## config.mk

```make
export PLATFORM = sky130hd
export DESIGN_NAME = alu_decoder
export DESIGN_NICKNAME = d
export VERILOG_FILES = /design/src/rtl/alu_decoder_pkg.sv /design/src/rtl/alu_decoder_comb.sv /design/src/rtl/alu_decoder.sv
export SDC_FILE = /design/constraint.sdc
export NUM_CORES = 1
export LEC_CHECK = 0
export ABC_AREA = 1
export ABC_CLOCK_PERIOD_IN_PS = 1100
export CAP_MARGIN = 20
export CORE_UTILIZATION = 23
export DETAILED_ROUTE_END_ITERATION = 10
export GPL_ROUTABILITY_DRIVEN = 0
export PLACE_DENSITY = 0.69
export SYNTH_ARGS = -nofsm -noshare
export SYNTH_HDL_FRONTEND = slang
export SYNTH_SLANG_ARGS = --single-unit
```

## constraint.sdc

```tcl
create_clock -name clk -period 1.1 [get_ports clk]
set_input_delay 0.11 -clock clk [delete_from_list [all_inputs] [get_ports clk]]
set_output_delay 0.11 -clock clk [all_outputs]
set_load 0.005 [all_outputs]
```

## src/rtl/alu_decoder_pkg.sv

```systemverilog
// Shared constants for the ALU decoder: ALU operation codes, ALUOp classes,
// funct7 encodings of interest and the default Execute-stage reset code.
package alu_decoder_pkg;

    localparam logic [2:0] ALU_ADD = 3'b000;
    localparam logic [2:0] ALU_SUB = 3'b001;
    localparam logic [2:0] ALU_AND = 3'b010;
    localparam logic [2:0] ALU_OR  = 3'b011;
    localparam logic [2:0] ALU_XOR = 3'b100;
    localparam logic [2:0] ALU_SLT = 3'b101;
    localparam logic [2:0] ALU_SLL = 3'b110;
    localparam logic [2:0] ALU_SRL = 3'b111;

    localparam logic [1:0] ALUOP_LDST   = 2'b00;
    localparam logic [1:0] ALUOP_BRANCH = 2'b01;
    localparam logic [1:0] ALUOP_ARITH  = 2'b10;
    localparam logic [1:0] ALUOP_RSVD   = 2'b11;

    localparam logic [6:0] F7_ZERO = 7'b0000000;
    localparam logic [6:0] F7_ALT  = 7'b0100000;

    localparam logic [2:0] RESET_CTRL_DEFAULT = ALU_ADD;

endpackage

```

## src/rtl/alu_decoder_comb.sv

```systemverilog
// Combinational ALU control decode with unsupported-encoding flag.
// Optional shift/XOR support is enabled by defining ALU_DEC_EXT_EN.
module alu_decoder_comb
    import alu_decoder_pkg::*;
(
    input  logic [1:0] ALUOp,
    input  logic [2:0] funct3,
    input  logic [6:0] funct7,
    input  logic [6:0] op,
    output logic [2:0] ALUControl,
    output logic       Illegal
);

    logic [2:0] ctrl_s;
    logic       ill_s;
    logic       f3_ill_s;

    // Decode ALUOp class, then funct3; R-type funct7 legality is layered on top
    always_comb begin
        ctrl_s   = ALU_ADD;
        ill_s    = 1'b0;
        f3_ill_s = 1'b0;
        case (ALUOp)
            ALUOP_LDST: begin
                ctrl_s = ALU_ADD;
                ill_s  = 1'b0;
            end
            ALUOP_BRANCH: begin
                ctrl_s = ALU_SUB;
                ill_s  = 1'b0;
            end
            ALUOP_ARITH: begin
                case (funct3)
                    3'b000: begin
                        if (op[5] && funct7[5]) begin
                            ctrl_s = ALU_SUB;
                        end else begin
                            ctrl_s = ALU_ADD;
                        end
                    end
                    3'b010: ctrl_s = ALU_SLT;
                    3'b110: ctrl_s = ALU_OR;
                    3'b111: ctrl_s = ALU_AND;
`ifdef ALU_DEC_EXT_EN
                    3'b100: ctrl_s = ALU_XOR;
                    3'b001: ctrl_s = ALU_SLL;
                    3'b101: ctrl_s = ALU_SRL;
`endif
                    default: begin
                        ctrl_s   = ALU_ADD;
                        f3_ill_s = 1'b1;
                    end
                endcase
                // Only SUB may carry a non-zero funct7 on R-type; SRA falls out as illegal here
                if (op[5] && (funct7 != F7_ZERO) &&
                    !((funct7 == F7_ALT) && (funct3 == 3'b000))) begin
                    ill_s = 1'b1;
                end else begin
                    ill_s = f3_ill_s;
                end
            end
            default: begin
                ctrl_s = ALU_ADD;
                ill_s  = 1'b1;
            end
        endcase
    end

    assign ALUControl = ctrl_s;
    assign Illegal    = ill_s;

endmodule

```

## src/rtl/alu_decoder.sv

```systemverilog
// ALU decoder top: combinational decode plus the Execute-stage pipeline register.
// Extended funct3 decode is selected with the ALU_DEC_EXT_EN macro.
module alu_decoder
    import alu_decoder_pkg::*;
#(
    parameter logic [2:0] RESET_CTRL = RESET_CTRL_DEFAULT
) (
    input  logic       clk,
    input  logic       reset,
    input  logic       en,
    input  logic       flush,
    input  logic [1:0] ALUOp,
    input  logic [2:0] funct3,
    input  logic [6:0] funct7,
    input  logic [6:0] op,
    output logic [2:0] ALUControl,
    output logic       Illegal,
    output logic [2:0] ALUControlE,
    output logic       IllegalE
);

    logic [2:0] ctrl_s;
    logic       ill_s;
    logic [2:0] ctrl_d, ctrl_q;
    logic       ill_d, ill_q;

    alu_decoder_comb u_comb (
        .ALUOp      (ALUOp),
        .funct3     (funct3),
        .funct7     (funct7),
        .op         (op),
        .ALUControl (ctrl_s),
        .Illegal    (ill_s)
    );

    // Next state: flush inserts a bubble even while stalled
    always_comb begin
        ctrl_d = ctrl_q;
        ill_d  = ill_q;
        if (flush) begin
            ctrl_d = RESET_CTRL;
            ill_d  = 1'b0;
        end else if (en) begin
            ctrl_d = ctrl_s;
            ill_d  = ill_s;
        end else begin
            ctrl_d = ctrl_q;
            ill_d  = ill_q;
        end
    end

    // Execute-stage register with synchronous reset
    always_ff @(posedge clk) begin
        if (reset) begin
            ctrl_q <= RESET_CTRL;
            ill_q  <= 1'b0;
        end else begin
            ctrl_q <= ctrl_d;
            ill_q  <= ill_d;
        end
    end

    assign ALUControl  = ctrl_s;
    assign Illegal     = ill_s;
    assign ALUControlE = ctrl_q;
    assign IllegalE    = ill_q;

endmodule

```

==> out/qor.json <==
{
  "worst_setup_hold_path_clk_slew_ps": 40,
  "critical_path_peak_fanout": 3,
  "clock_power_share_pct": 33.4,
  "dp_hpwl_um": 640.4,
  "leakage_nw": 0.4489,
  "period_needed_ps": 1112,
  "instances_no_fill": 112,
  "core_area_mm2": 0.001285,
  "cellInternalPower_w": 0.0004010,
  "power_density_mw_per_mm2": 684.9,
  "ir_worst_vdd_mv": 0.5000,
  "number_of_global_route_vias_before_repair": 439,
  "layout_cell_share_with_drive_strength_beyond_1_pct": 44.33,
  "syn_nets": 77,
  "wl_um": 1308,
  "maxSlewViolCount": 0,
  "worst_pin_slew_ps": 323.7,
  "seq_power_share_pct": 27.8,
  "cp_data_required_time_ps": 1270,
  "post_synth.cell_area_avg_um2": 6.207,
  "dpl.cell_count": 95,
  "max_freq_mhz": 899.5,
  "syn2layout_area_growth_pct": 155.3,
  "power_switching_share_pct": 27.56,
  "worstSkewPairLatency_ps": 230,
  "timing.critical_path.to_type": "flop",
  "slew_headroom_pct": 78.35,
  "skew_ps": 0,
  "yosysWarnings": 0,
  "switching_power_w": 0.0001526,
  "cp-start-kind": "primary input",
  "root_buffer": "sky130_fd_sc_hd__clkbuf_4",
  "cap_violations": 0,
  "dieArea_mm2": 0.001529,
  "wl_per_cell_um": 11.68,
  "cts_hold_repair.buffers": 0,
  "final_hold_viol_count": 0,
  "hold_class": "in2reg",
  "design.portCount": 31,
  "worst_hold_slack_ps": 367.3,
  "die_width_um": 39.10,
  "grt_overflow": 0,
  "tritoncts_num_sinks": 4,
  "run_status": "complete, but fails checks",
  "path_cells": "buf_8, inv_8, ha_4, buf_6, nand4_1, buf_4, buf_6, buf_6, buf_6, buf_6, a21oi_2",
  "grtUsageTotal_pct": 20.24,
  "critPathArrivalTime_ps": 1280,
  "grt_start_max_net_pins": 9,
  "diodes": 0,
  "crit_type": "in2reg",
  "drt-pass1-iter-count": 4,
  "cp_slowest_stage_delay_ps": 160,
  "syn_inst": 51,
  "cts_made_buffers": 3,
  "cts_tree": "yes",
  "grt_setup_unrepaired": "true",
  "grt_pass1_wl_um": 1925,
  "initial_antenna_violation_count": 0,
  "number_of_register_bits_inferred_by_synthesis": 4,
  "postLayoutSetupSlackWorst_ps": -11.79,
  "number_of_fill_cells_in_the_layout": 121,
  "floorplan.die.height_um": 39.10,
  "detail_route.iter0.violations": 10,
  "ys_types": 16,
  "mostFrequentLayoutCells": "12 x sky130_fd_sc_hd__dlygate4sd2_1, 12 x sky130_fd_sc_hd__buf_6, 11 x sky130_fd_sc_hd__nand2_1, 10 x sky130_fd_sc_hd__buf_4, 9 x sky130_fd_sc_hd__inv_1",
  "vias": 499,
  "crit_slowest_cell": "sky130_fd_sc_hd__buf_4",
  "finalPower_w": 0.0005536,
  "critical-path-top-cell-by-count": "sky130_fd_sc_hd__buf_6",
  "max-clock-path-buffers": 2,
  "synth.cell_area_um2": 316.6,
  "post-route-period-util_pct": 101.1,
  "synth-seq-area-share_pct": 25.30,
  "rows": 13,
  "finish_stage_setup_viols": 1,
  "antenna_violating_nets_left": 0,
  "io_buffer_count": 24,
  "route.detailed.vias_per_inst": 4.455,
  "drt_drc_violations_left": 0,
  "failed_checks": "negative setup slack",
  "htree_num_levels": 1,
  "design.final.nets": 125,
  "initial_utilization_pct": 24.63,
  "combinationalPowerShare_pct": 38.8
}
power groups by stage:
stage / Combinational [W] / Clock [W] / Sequential, W
2_1_floorplan: 0.0000490 / 0 / 0.000156
3_3_place_gp: 0.000159 / 0 / 0.000156
3_5_place_dp: 0.000160 / 0 / 0.000156
4_1_cts: 0.000189 / 0.000187 / 0.000153
5_1_grt: 0.000234 / 0.000212 / 0.000154
6_report: 0.000215 / 0.000185 / 0.000154
cells in the mapped netlist (all sizes together):
| cell | n | area share (%) |
|---|---|---|
| o211ai | 1 | 2.4 |
| nor2 | 6 | 7.9 |
| a21oi | 3 | 5.9 |
| inv | 11 | 13 |
| a21boi | 1 | 2.4 |
| nand3 | 3 | 4.7 |
| nand2 | 14 | 17 |
| o21bai | 1 | 2.4 |
| ha | 3 | 12 |
| nand4 | 1 | 2.0 |
| o21ai | 3 | 4.7 |
| dfxtp | 4 | 25 |
flip-flops by register name, summed over array words and instances (netlist names):
register	count
IllegalE	1
ALUControlE	3
metal layers:
metal | vias up | GRT usage [%] | routed length [µm]
met1 | 227 | 19.24 | 471
met3 | 2 | 6.936 | 79
met5 | - | 0 | 0
li1 | 254 | - | -
met4 | 0 | 10.34 | 10
met2 | 16 | 37.50 | 747
per-stage QoR:
stage | util (%) | worst slack [ps] | TNS (ps) | instance area [µm²]
4_1_cts | 60.86 | -3.883 | -3.883 | 782.0
2_1_floorplan | - | 190.6 | 0 | 316.6
3_5_place_dp | 47.71 | -800.9 | -3852 | 613.1
3_3_place_gp | 47.71 | -775.1 | -3757 | 613.1
5_1_grt | 62.90 | -61.70 | -165.5 | 808.3
6_report | 62.90 | -11.79 | -11.79 | 808.3
cell families (layout without fill, tap and decap cells):
| family | after synthesis | count (layout) | synth area share [%] |
|---|---|---|---|
| and+or+nand+nor | 24 | 24 | 32.02 |
| buffers and inverters | 11 | 57 | 13.04 |
| AOI/OAI and AO/OA | 9 | 9 | 17.79 |
| DFF | 4 | 4 | 25.30 |
| adders and majority gates | 3 | 3 | 11.86 |
critical path, delay by kind of cell:
family | cells | cell delay [ps]
compound gates | 1 | 110
fa+ha+maj | 1 | 140
buf+inv | 8 | 810
simple gates | 1 | 110
area by class of cell:
cell class | count | area, µm² | share of cell area, %
clock buffer | 3 | 22.52 | 2.786
timing repair buffer | 43 | 385.4 | 47.68
multi-input combinational | 36 | 250.2 | 30.96
sequential | 4 | 80.08 | 9.907
tap | 15 | 18.77 | 2.322
inverter | 11 | 51.30 | 6.347
worst paths after layout:
path                                                   from                           to  slack [ps]  cells after the start
worst max-delay path                               ALUOp[0]  ALUControlE[2]$_SDFFE_PP0P_         -10                     11
worst min-delay path                              funct3[2]  ALUControlE[1]$_SDFFE_PP0P_         370                      6
worst max register to register        IllegalE$_SDFFE_PP0P_        IllegalE$_SDFFE_PP0P_         430                      2
worst min register to register  ALUControlE[1]$_SDFFE_PP0P_  ALUControlE[1]$_SDFFE_PP0P_         480                      2
timing repair:
item / in CTS / in global routing
setup endpoints to repair: 10 / 6
gates resized for setup: 60 / 17
setup buffers: 14 / 2
pin swaps: 11 / 9
No activity file was read; power rests on OpenSTA's default activity.
